--- config.mk ---
export PLATFORM = sky130hd
export DESIGN_NAME = id_operand_queue
export DESIGN_NICKNAME = d
export VERILOG_FILES = /design/src/rtl/id_operand_queue.sv
export SDC_FILE = /design/constraint.sdc
export NUM_CORES = 1
export LEC_CHECK = 0
export ABC_AREA = 1
export CORE_MARGIN = 2
export CORE_UTILIZATION = 40
export DETAILED_ROUTE_END_ITERATION = 10
export PLACE_DENSITY = 0.73
export SLEW_MARGIN = 20
export SYNTH_ARGS = -nofsm -noshare
export SYNTH_HDL_FRONTEND = slang
export SYNTH_SLANG_ARGS = --single-unit
--- constraint.sdc ---
create_clock -name clk -period 13.2 [get_ports clk]
set_clock_uncertainty 0.15 [all_clocks]
set_input_delay 2.64 -clock clk [delete_from_list [all_inputs] [get_ports clk]]
set_output_delay 2.64 -clock clk [all_outputs]
set_load 0.05 [all_outputs]
--- src/rtl/id_operand_queue.sv ---
// id_operand_queue: decode-to-execute issue buffer.
// Holds up to DEPTH decoded bundles with their source operands. Waiting
// entries snoop the write-back port so an instruction never issues stale data.
// The head operands are additionally bypassed combinationally from wb_*.
module id_operand_queue #(
  parameter int DATA_W = 32,
  parameter int CTRL_W = 64,
  parameter int IDX_W  = 5,
  parameter int DEPTH  = 2
) (
  input  logic                       clk,
  input  logic                       resetn,
  input  logic                       flush,
  input  logic                       in_valid,
  output logic                       in_ready,
  input  logic [CTRL_W-1:0]          in_ctrl,
  input  logic [IDX_W-1:0]           in_rs1_idx,
  input  logic [IDX_W-1:0]           in_rs2_idx,
  input  logic [DATA_W-1:0]          in_rs1_data,
  input  logic [DATA_W-1:0]          in_rs2_data,
  input  logic                       wb_en,
  input  logic [IDX_W-1:0]           wb_idx,
  input  logic [DATA_W-1:0]          wb_data,
  output logic                       out_valid,
  input  logic                       out_ready,
  output logic [CTRL_W-1:0]          out_ctrl,
  output logic [DATA_W-1:0]          out_rs1_data,
  output logic [DATA_W-1:0]          out_rs2_data,
  output logic [$clog2(DEPTH+1)-1:0] count
);

  localparam int PTR_W = $clog2(DEPTH);
  localparam int CNT_W = $clog2(DEPTH+1);
  localparam logic [PTR_W-1:0] PTR_ZERO = {PTR_W{1'b0}};
  localparam logic [PTR_W-1:0] PTR_ONE  = PTR_W'(1);
  localparam logic [CNT_W-1:0] CNT_ZERO = {CNT_W{1'b0}};
  localparam logic [CNT_W-1:0] CNT_ONE  = CNT_W'(1);
  localparam logic [CNT_W-1:0] CNT_FULL = CNT_W'(DEPTH);

  // Entry storage
  logic [DEPTH-1:0]  valid_q;
  logic [CTRL_W-1:0] ctrl_q     [DEPTH];
  logic [IDX_W-1:0]  rs1_idx_q  [DEPTH];
  logic [IDX_W-1:0]  rs2_idx_q  [DEPTH];
  logic [DATA_W-1:0] rs1_data_q [DEPTH];
  logic [DATA_W-1:0] rs2_data_q [DEPTH];

  logic [PTR_W-1:0] wr_ptr_q, wr_ptr_d;
  logic [PTR_W-1:0] rd_ptr_q, rd_ptr_d;
  logic [CNT_W-1:0] count_q, count_d;
  logic             enq_s, deq_s;
  logic [DATA_W-1:0] cap_rs1_s, cap_rs2_s;

  // A write-back matches a source index; x0 never matches.
  function automatic logic wb_hit(input logic en, input logic [IDX_W-1:0] widx,
                                  input logic [IDX_W-1:0] idx);
    return en && (widx == idx) && (idx != {IDX_W{1'b0}});
  endfunction

  assign in_ready  = (count_q != CNT_FULL);
  assign out_valid = (count_q != CNT_ZERO);
  assign count     = count_q;

  assign cap_rs1_s = wb_hit(wb_en, wb_idx, in_rs1_idx) ? wb_data : in_rs1_data;
  assign cap_rs2_s = wb_hit(wb_en, wb_idx, in_rs2_idx) ? wb_data : in_rs2_data;

  assign out_ctrl     = ctrl_q[rd_ptr_q];
  assign out_rs1_data = wb_hit(wb_en, wb_idx, rs1_idx_q[rd_ptr_q]) ? wb_data : rs1_data_q[rd_ptr_q];
  assign out_rs2_data = wb_hit(wb_en, wb_idx, rs2_idx_q[rd_ptr_q]) ? wb_data : rs2_data_q[rd_ptr_q];

  // Handshake decode and next pointer/occupancy; flush discards everything.
  always_comb begin
    enq_s    = in_valid && in_ready && !flush;
    deq_s    = out_valid && out_ready && !flush;
    wr_ptr_d = wr_ptr_q;
    rd_ptr_d = rd_ptr_q;
    count_d  = count_q;
    if (flush) begin
      wr_ptr_d = PTR_ZERO;
      rd_ptr_d = PTR_ZERO;
      count_d  = CNT_ZERO;
    end else begin
      if (enq_s) begin
        wr_ptr_d = wr_ptr_q + PTR_ONE;
      end else begin
        wr_ptr_d = wr_ptr_q;
      end
      if (deq_s) begin
        rd_ptr_d = rd_ptr_q + PTR_ONE;
      end else begin
        rd_ptr_d = rd_ptr_q;
      end
      case ({enq_s, deq_s})
        2'b10:   count_d = count_q + CNT_ONE;
        2'b01:   count_d = count_q - CNT_ONE;
        default: count_d = count_q;
      endcase
    end
  end

  // Pointer and occupancy registers.
  always_ff @(posedge clk) begin
    if (!resetn) begin
      wr_ptr_q <= PTR_ZERO;
      rd_ptr_q <= PTR_ZERO;
      count_q  <= CNT_ZERO;
    end else begin
      wr_ptr_q <= wr_ptr_d;
      rd_ptr_q <= rd_ptr_d;
      count_q  <= count_d;
    end
  end

  // Entry write on enqueue, write-back snoop of waiting entries, invalidate on dequeue.
  // The slot at wr_ptr is never valid when an enqueue fires (queue not full),
  // so a write and a dequeue never target the same slot.
  always_ff @(posedge clk) begin
    if (!resetn) begin
      valid_q <= {DEPTH{1'b0}};
      for (int i = 0; i < DEPTH; i++) begin
        ctrl_q[i]     <= {CTRL_W{1'b0}};
        rs1_idx_q[i]  <= {IDX_W{1'b0}};
        rs2_idx_q[i]  <= {IDX_W{1'b0}};
        rs1_data_q[i] <= {DATA_W{1'b0}};
        rs2_data_q[i] <= {DATA_W{1'b0}};
      end
    end else if (flush) begin
      valid_q <= {DEPTH{1'b0}};
    end else begin
      for (int i = 0; i < DEPTH; i++) begin
        if (enq_s && (wr_ptr_q == PTR_W'(i))) begin
          valid_q[i]    <= 1'b1;
          ctrl_q[i]     <= in_ctrl;
          rs1_idx_q[i]  <= in_rs1_idx;
          rs2_idx_q[i]  <= in_rs2_idx;
          rs1_data_q[i] <= cap_rs1_s;
          rs2_data_q[i] <= cap_rs2_s;
        end else if (valid_q[i]) begin
          if (wb_hit(wb_en, wb_idx, rs1_idx_q[i])) begin
            rs1_data_q[i] <= wb_data;
          end
          if (wb_hit(wb_en, wb_idx, rs2_idx_q[i])) begin
            rs2_data_q[i] <= wb_data;
          end
          if (deq_s && (rd_ptr_q == PTR_W'(i))) begin
            valid_q[i] <= 1'b0;
          end
        end
      end
    end
  end

endmodule

==> results of run 1 <==
routing by layer:
metal  GRT usage (%)  vias up  routed length [um]
li1                -     6780                   -
met2            40.4      681               24000
met1            30.9     6546               20000
met4            12.7        4                2750
met3            3.95      139                3920
met5               0        -                  25
power by group through the flow:
stage	sequential [mW]	combinational (mW)	clock [mW]
finish	1.06	0.427	0.785
global route	1.07	0.454	0.831
CTS	1.06	0.426	0.798
detailed placement	1.08	0.425	0
global placement	1.08	0.422	0
floorplan	1.08	0.254	0
worst max path at each step:
stage	start	endpoint	slack (ps)
6_report	wb_idx[4]	out_rs2_data[30]	4350
3_3_place_gp	wb_idx[4]	out_rs2_data[6]	4510
5_1_grt	wb_idx[4]	out_rs2_data[19]	4120
2_1_floorplan	wb_idx[1]	out_rs2_data[10]	6520
4_1_cts	wb_idx[4]	out_rs2_data[29]	4370
3_5_place_dp	wb_idx[4]	out_rs2_data[29]	4370
cell type report:
class	instances	share of cell area (%)
well taps	518	3.29
inverters	117	2.25
clock inverters	19	0.641
repair buffers	333	16.7
multi-input cells	1460	30.4
clock buffers	34	3.89
flip-flops and latches	283	42.8
diodes	3	0.0381
critical path, stage by stage:
cell and delay [ps]:
clkdlybuf4s50_1 420, inv_1 350, a21o_1 790, buf_4 320
nand2_2 520, nand2_1 240, nand2_1 60, clkdlybuf4s50_1 700
flip-flops by register name (all words and copies together), names as in the netlist, named ones only:
| name | count |
|---|---|
| count | 2 |
| rs1_idx_q | 10 |
| rs1_data_q | 64 |
| rs2_idx_q | 10 |
| wr_ptr_q | 1 |
| rd_ptr_q | 1 |
| rs2_data_q | 64 |
| valid_q | 2 |
| ctrl_q | 128 |
cell usage after synthesis (4+ instances only):
master	count	area, sq um
inv_1	108	405
xnor2_1	4	35.0
o21ai_0	6	30.0
dfxtp_1	7	140
nand4_1	35	219
nand2_1	1112	4170
nor2_2	6	37.5
buf_4	14	105
o21ai_1	6	30.0
buf_2	83	415
buf_6	7	78.8
a21oi_1	11	55.1
nand2_2	11	68.8
edfxtp_1	276	8290
nand3_1	149	746
inv_2	8	30.0
clkbuf_1	33	124
nor2_1	104	390
cells by family (layout without fill, tap and decap cells):
group	Yosys count	in the layout
flops	283	283
other cells	0	3
fa+ha+maj	3	3
xor+xnor	5	5
compound gates	28	28
simple gates	1424	1424
buf+inv	258	503
through the flow:
stage / setup WS [ps] / utilization (%)
3_3_place_gp: 4510 / 48.8
2_1_floorplan: 6520 / -
5_1_grt: 4120 / 51.1
6_report: 4350 / 51.1
4_1_cts: 4370 / 51.1
3_5_place_dp: 4370 / 48.8
==> metrics.md, run 1 <==
| Metric | Value |
|---|---|
| Worst Path Class, Setup | in2out |
| Most frequent cells in the layout | nand2_1 (1,108), clkdlybuf4s50_1 (312), edfxtp_1 (276), nand3_1 (148), inv_1 (108) |
| Clk slew on worst S/H paths | 60 ps |
| Synth Area in XOR/XNOR | 0.281% |
| Hold Fails Final Rpt | 0 |
| Routed len/inst | 18.3 um |
| Synth-to-Final Area Change | 26.5% |
| Max VDD drop | 0.0000863 V |
| Routed via count | 14,200 |
| H-Tree Depth | 1 |
| Synthesized area | 0.0156 sq mm |
| Synth Area per Inst | 7.78 sq um |
| Clk pwr share | 34.5% |
| Worst Tran Pin Value | 1080 ps |
| Detailed placement HPWL | 33,500 um |
| Clk sinks | 283 |
| Yosys cell types | 32 |
| CP endpoint kind | primary output |
| Worst slew margin | 27.6% |
| I/O pin count | 313 |
| Fillers | 3,636 |
| Worst skew pair latency | 570 ps |
| Antenna violations before repair | 5 |
| P_sw | 0.654 mW |
| Max Cap Violations | 0 |
| PortBufs | 312 |
| Synthesized Nets | 2,185 |
| Synth warn | 0 |
| Final setup fails | 0 |
| DP Area | 0.0188 sq mm |
| GRT Overall Usage | 24.4% |
| Hold depth | 2 |
| Setup TNS | 0 ps |
| Register area share after synthesis | 54.1% |
| DIE WIDTH | 201 um |
| Sequential Area | 0.00843 sq mm |
| Switching Fraction | 28.8% |
| Compound-Gate Fraction of Synth Area | 0.997% |
| Worst path required time | 10,410 ps |
| Die Y-Extent | 201 um |
| Post-route cell area | 0.0197 sq mm |
| Synth Area in Simple Gates | 36.8% |
| Max-slew violation count | 0 |
| Drc violations | 0 |
| Vias per inst | 5.11 |
| Reg-to-Reg Start | count[0] |
| Cts-stage hold buffer count | 0 |
| Placed Instances | 2,711 |
| Share of cells above drive strength 1 | 4.59% |
| Max Root-Sink Buffers | 3 |
| CP max FO | 32 |
| First-pass GRT wire length | 77,000 um |
| Postcts setup bufs | 0 |
| Mux cell area share after synthesis | 0% |
| Largest family of logic cells by synthesized area | simple AND/OR/NAND/NOR gates |
| Most used DFF post-synth | edfxtp_1 |
| Row cnt | 72 |
| Crit path time final | 8850 ps |
| Startpoint Class | primary input |
| Drt first pass iters | 5 |
| Initial DRC count | 1,188 |
| Synth Area in Adders | 0.241% |
| PwrDens | 115 mW/mm^2 |
| Root Driver | clkbuf_16 |
| Starting density of the core | 40.4% |
| CP arrival | 6060 ps |
| Area of the multi-input gates | 0.00600 sq mm |
| R2R cell count | 9 |
| Vias in the first global route | 13,400 |
| Register share of total power | 46.7% |
| R2r setup slk | 10,280 ps |
| Static Leak | 9.16 nW |
| CTS tree | done |
| Hold_ws | 332 ps |
| Gpl congestion | 0.875 |
| Total power | 2.27 mW |
| Largest net degree at the start of global routing | 86 |
| Worst flop-to-flop path endpoint | rs2_data_q[0][28] |
| #FFs+latches synth | 283 |
| Max frequency | 113 MHz |
| Post-CTS resize count | 0 |
| Asr flop ratio synth | 0% |
| Non-filler cells, final | 2,767 |
| Die area | 0.0405 sq mm |
| Pint | 1.62 mW |
| Status | complete, no violations |
| Core area | 0.0386 sq mm |
| Overflow after GRT | 0 |
| Total CTS buffers | 30 |
| Hold path start | valid_q[0] |
| Commonest non-fill, non-tap cell in the layout | nand2_1 |
| WL final | 50,800 um |
| Gate power share | 18.8% |
| RSZ-0062 raised after global routing | no |
| EDFF count, synth | 276 |
| Fin nets | 2,409 |
| Hold Crit Class | reg2reg |
| Hold Path Sink | valid_q[0] |
| Post-route ant nets | 0 |
| Final Cycle Share | 67.0% |
| Synth Instances | 2,001 |
(Power assumes the default switching activity.)
==> run 2: changes to the inputs <==
- clock period: 13.2 -> 8.9 ns (I/O delays scaled with it)
==> run 2 against run 1 <==
  * Sequential share of layout area decreased by 0.082 points
  * Clock-buffer cell count increased by 8
  * Utilization increased by 0.097 points
  * Via count increased by 1.0%
  * Wire length increased by 1.1%
  * Clock power increased by 54%
  * Largest cell class unchanged
==> metrics.md, run 2 (synthesis gave the netlist of run 1 again) <==
| Metric | Value |
|---|---|
| Status | complete, no violations |
| Root Driver | clkbuf_16 |
| Worst slew margin | 22.8% |
| Setup TNS | 0 ps |
| Row cnt | 72 |
| Max Cap Violations | 0 |
| Crit path time final | 7500 ps |
| CP Launch Point | wb_idx[2] |
| Die Y-Extent | 201 um |
| Vias per inst | 5.16 |
| Clk sinks | 283 |
| Routed len/inst | 18.5 um |
| CP endpoint kind | primary output |
| Cts-stage hold buffer count | 0 |
| Sequential Area | 0.00843 sq mm |
| Pint | 2.43 mW |
| Max stage delay cell, worst path | nand2_2 |
| CP arrival | 5570 ps |
| WL final | 51,300 um |
| Max frequency | 133 MHz |
| Largest net degree at the start of global routing | 79 |
| Post-route ant nets | 0 |
| Fin nets | 2,410 |
| R2R cell count | 9 |
| CP max FO | 33 |
| Overflow after GRT | 0 |
| Synth-to-Final Area Change | 26.8% |
| Max-slew violation count | 0 |
| Final setup fails | 0 |
| Share of cells above drive strength 1 | 4.54% |
| DIE WIDTH | 201 um |
| Die area | 0.0405 sq mm |
| Antenna violations before repair | 4 |
| I/O pin count | 313 |
| Commonest non-fill, non-tap cell in the layout | nand2_1 |
| Final Cycle Share | 84.3% |
| PortBufs | 312 |
| Gate power share | 18.6% |
| Switching Fraction | 28.8% |
| Detailed placement HPWL | 33,800 um |
| Placed Instances | 2,711 |
| Non-filler cells, final | 2,768 |
| Postcts setup bufs | 0 |
| Register share of total power | 46.1% |
| Fillers | 3,611 |
| Max reg flops | 128 |
| Largest delay share family, worst path | simple AND/OR/NAND/NOR gates |
| Startpoint Class | primary input |
| Clk pwr share | 35.3% |
| Most frequent cells in the layout | nand2_1 (1,108), clkdlybuf4s50_1 (312), edfxtp_1 (276), nand3_1 (148), inv_1 (108) |
| RSZ-0062 raised after global routing | no |
| Initial DRC count | 1,274 |
| H-Tree Depth | 1 |
| Core area | 0.0386 sq mm |
| P_sw | 0.984 mW |
| Post-placement worst setup slack | 1450 ps |
| Worst skew pair latency | 580 ps |
| Max VDD drop | 0.000141 V |
| Routed via count | 14,300 |
| DP Area | 0.0188 sq mm |
| Crit path depth | 9 |
| Drc violations | 0 |
| Starting density of the core | 40.4% |
| Reg-to-Reg Start | count[0] |
| Crit path cell chain | clkdlybuf4s50_1 > inv_2 > a21oi_1 > nand3_1 > nor2_4 > nand2_2 > nand2_1 > nand2_1 > clkdlybuf4s50_1 |
| Static Leak | 9.16 nW |
| Buf/Inv on CP | 3 |
| PwrDens | 173 mW/mm^2 |
| Slack of the critical path | 1400 ps |
| Area of the multi-input gates | 0.00600 sq mm |
| GRT Overall Usage | 24.8% |
| First-pass GRT wire length | 77,900 um |
| Post-route cell area | 0.0197 sq mm |
| Clk slew on worst S/H paths | 60 ps |
| Max Root-Sink Buffers | 3 |
| CP peak stage delay | 800 ps |
| Hold Fails Final Rpt | 0 |
| Vias in the first global route | 13,700 |
| Total CTS buffers | 31 |
| Largest reg by FF count | ctrl_q |
| Largest regs | ctrl_q: 128 flops, rs1_data_q: 64 flops, rs2_data_q: 64 flops |
| Post-CTS resize count | 0 |
| Drt first pass iters | 8 |
| Gpl congestion | 0.884 |
| CTS tree | done |
| Hold Crit Class | reg2reg |
| Hold path start | valid_q[1] |
| Worst Tran Pin Value | 1160 ps |
| Hold depth | 2 |
| Worst Path Class, Setup | in2out |
| Worst path required time | 6970 ps |
-- run 2: path summary, 6_finish.rpt --
kind	slack (ps)	end
hold / removal	340	valid_q[1]
setup / recovery	1400	out_rs2_data[20]
hold reg to reg	340	valid_q[1]
setup reg to reg	6000	rs2_data_q[0][19]
-- run 2: final cells by class --
cell class / instances / share of cell area (%)
well taps: 518 / 3.28
clock buffers: 42 / 4.14
diodes: 1 / 0.0127
clock inverters: 14 / 0.596
repair buffers: 333 / 16.6
multi-input cells: 1460 / 30.4
flip-flops and latches: 283 / 42.7
inverters: 117 / 2.25
-- run 2: worst register-to-register path, cell delays in order, from the launching register on --
cell	delay (ps)
dfxtp_1	380
inv_2	70
nand2_1	150
nand2_1	130
inv_1	140
nand2_4	510
nor2_2	680
buf_4	390
nand2_1	110
nand2_1	70
-- run 2: stage by stage --
stage	util [%]	power (mW)	hold slack [ps]
floorplan	-	1.97	292
global placement	48.8	2.23	323
detailed placement	48.8	2.23	329
CTS	51.2	3.44	340
global route	51.2	3.53	358
finish	51.2	3.42	336
-- run 2: routing by layer --
layer	vias to the layer above	routed length [um]	global-route usage, %
met4	6	2310	11.1
met1	6674	19500	31.0
met3	117	4400	4.15
met2	704	25100	42.1
met5	-	37	0
li1	6791	-	-
-- run 2: power groups by stage --
stage / logic (mW) / clock network (mW) / registers (mW)
5_1_grt: 0.675 / 1.28 / 1.58
4_1_cts: 0.634 / 1.23 / 1.57
6_report: 0.636 / 1.21 / 1.57
3_3_place_gp: 0.628 / 0 / 1.60
3_5_place_dp: 0.633 / 0 / 1.60
2_1_floorplan: 0.376 / 0 / 1.60
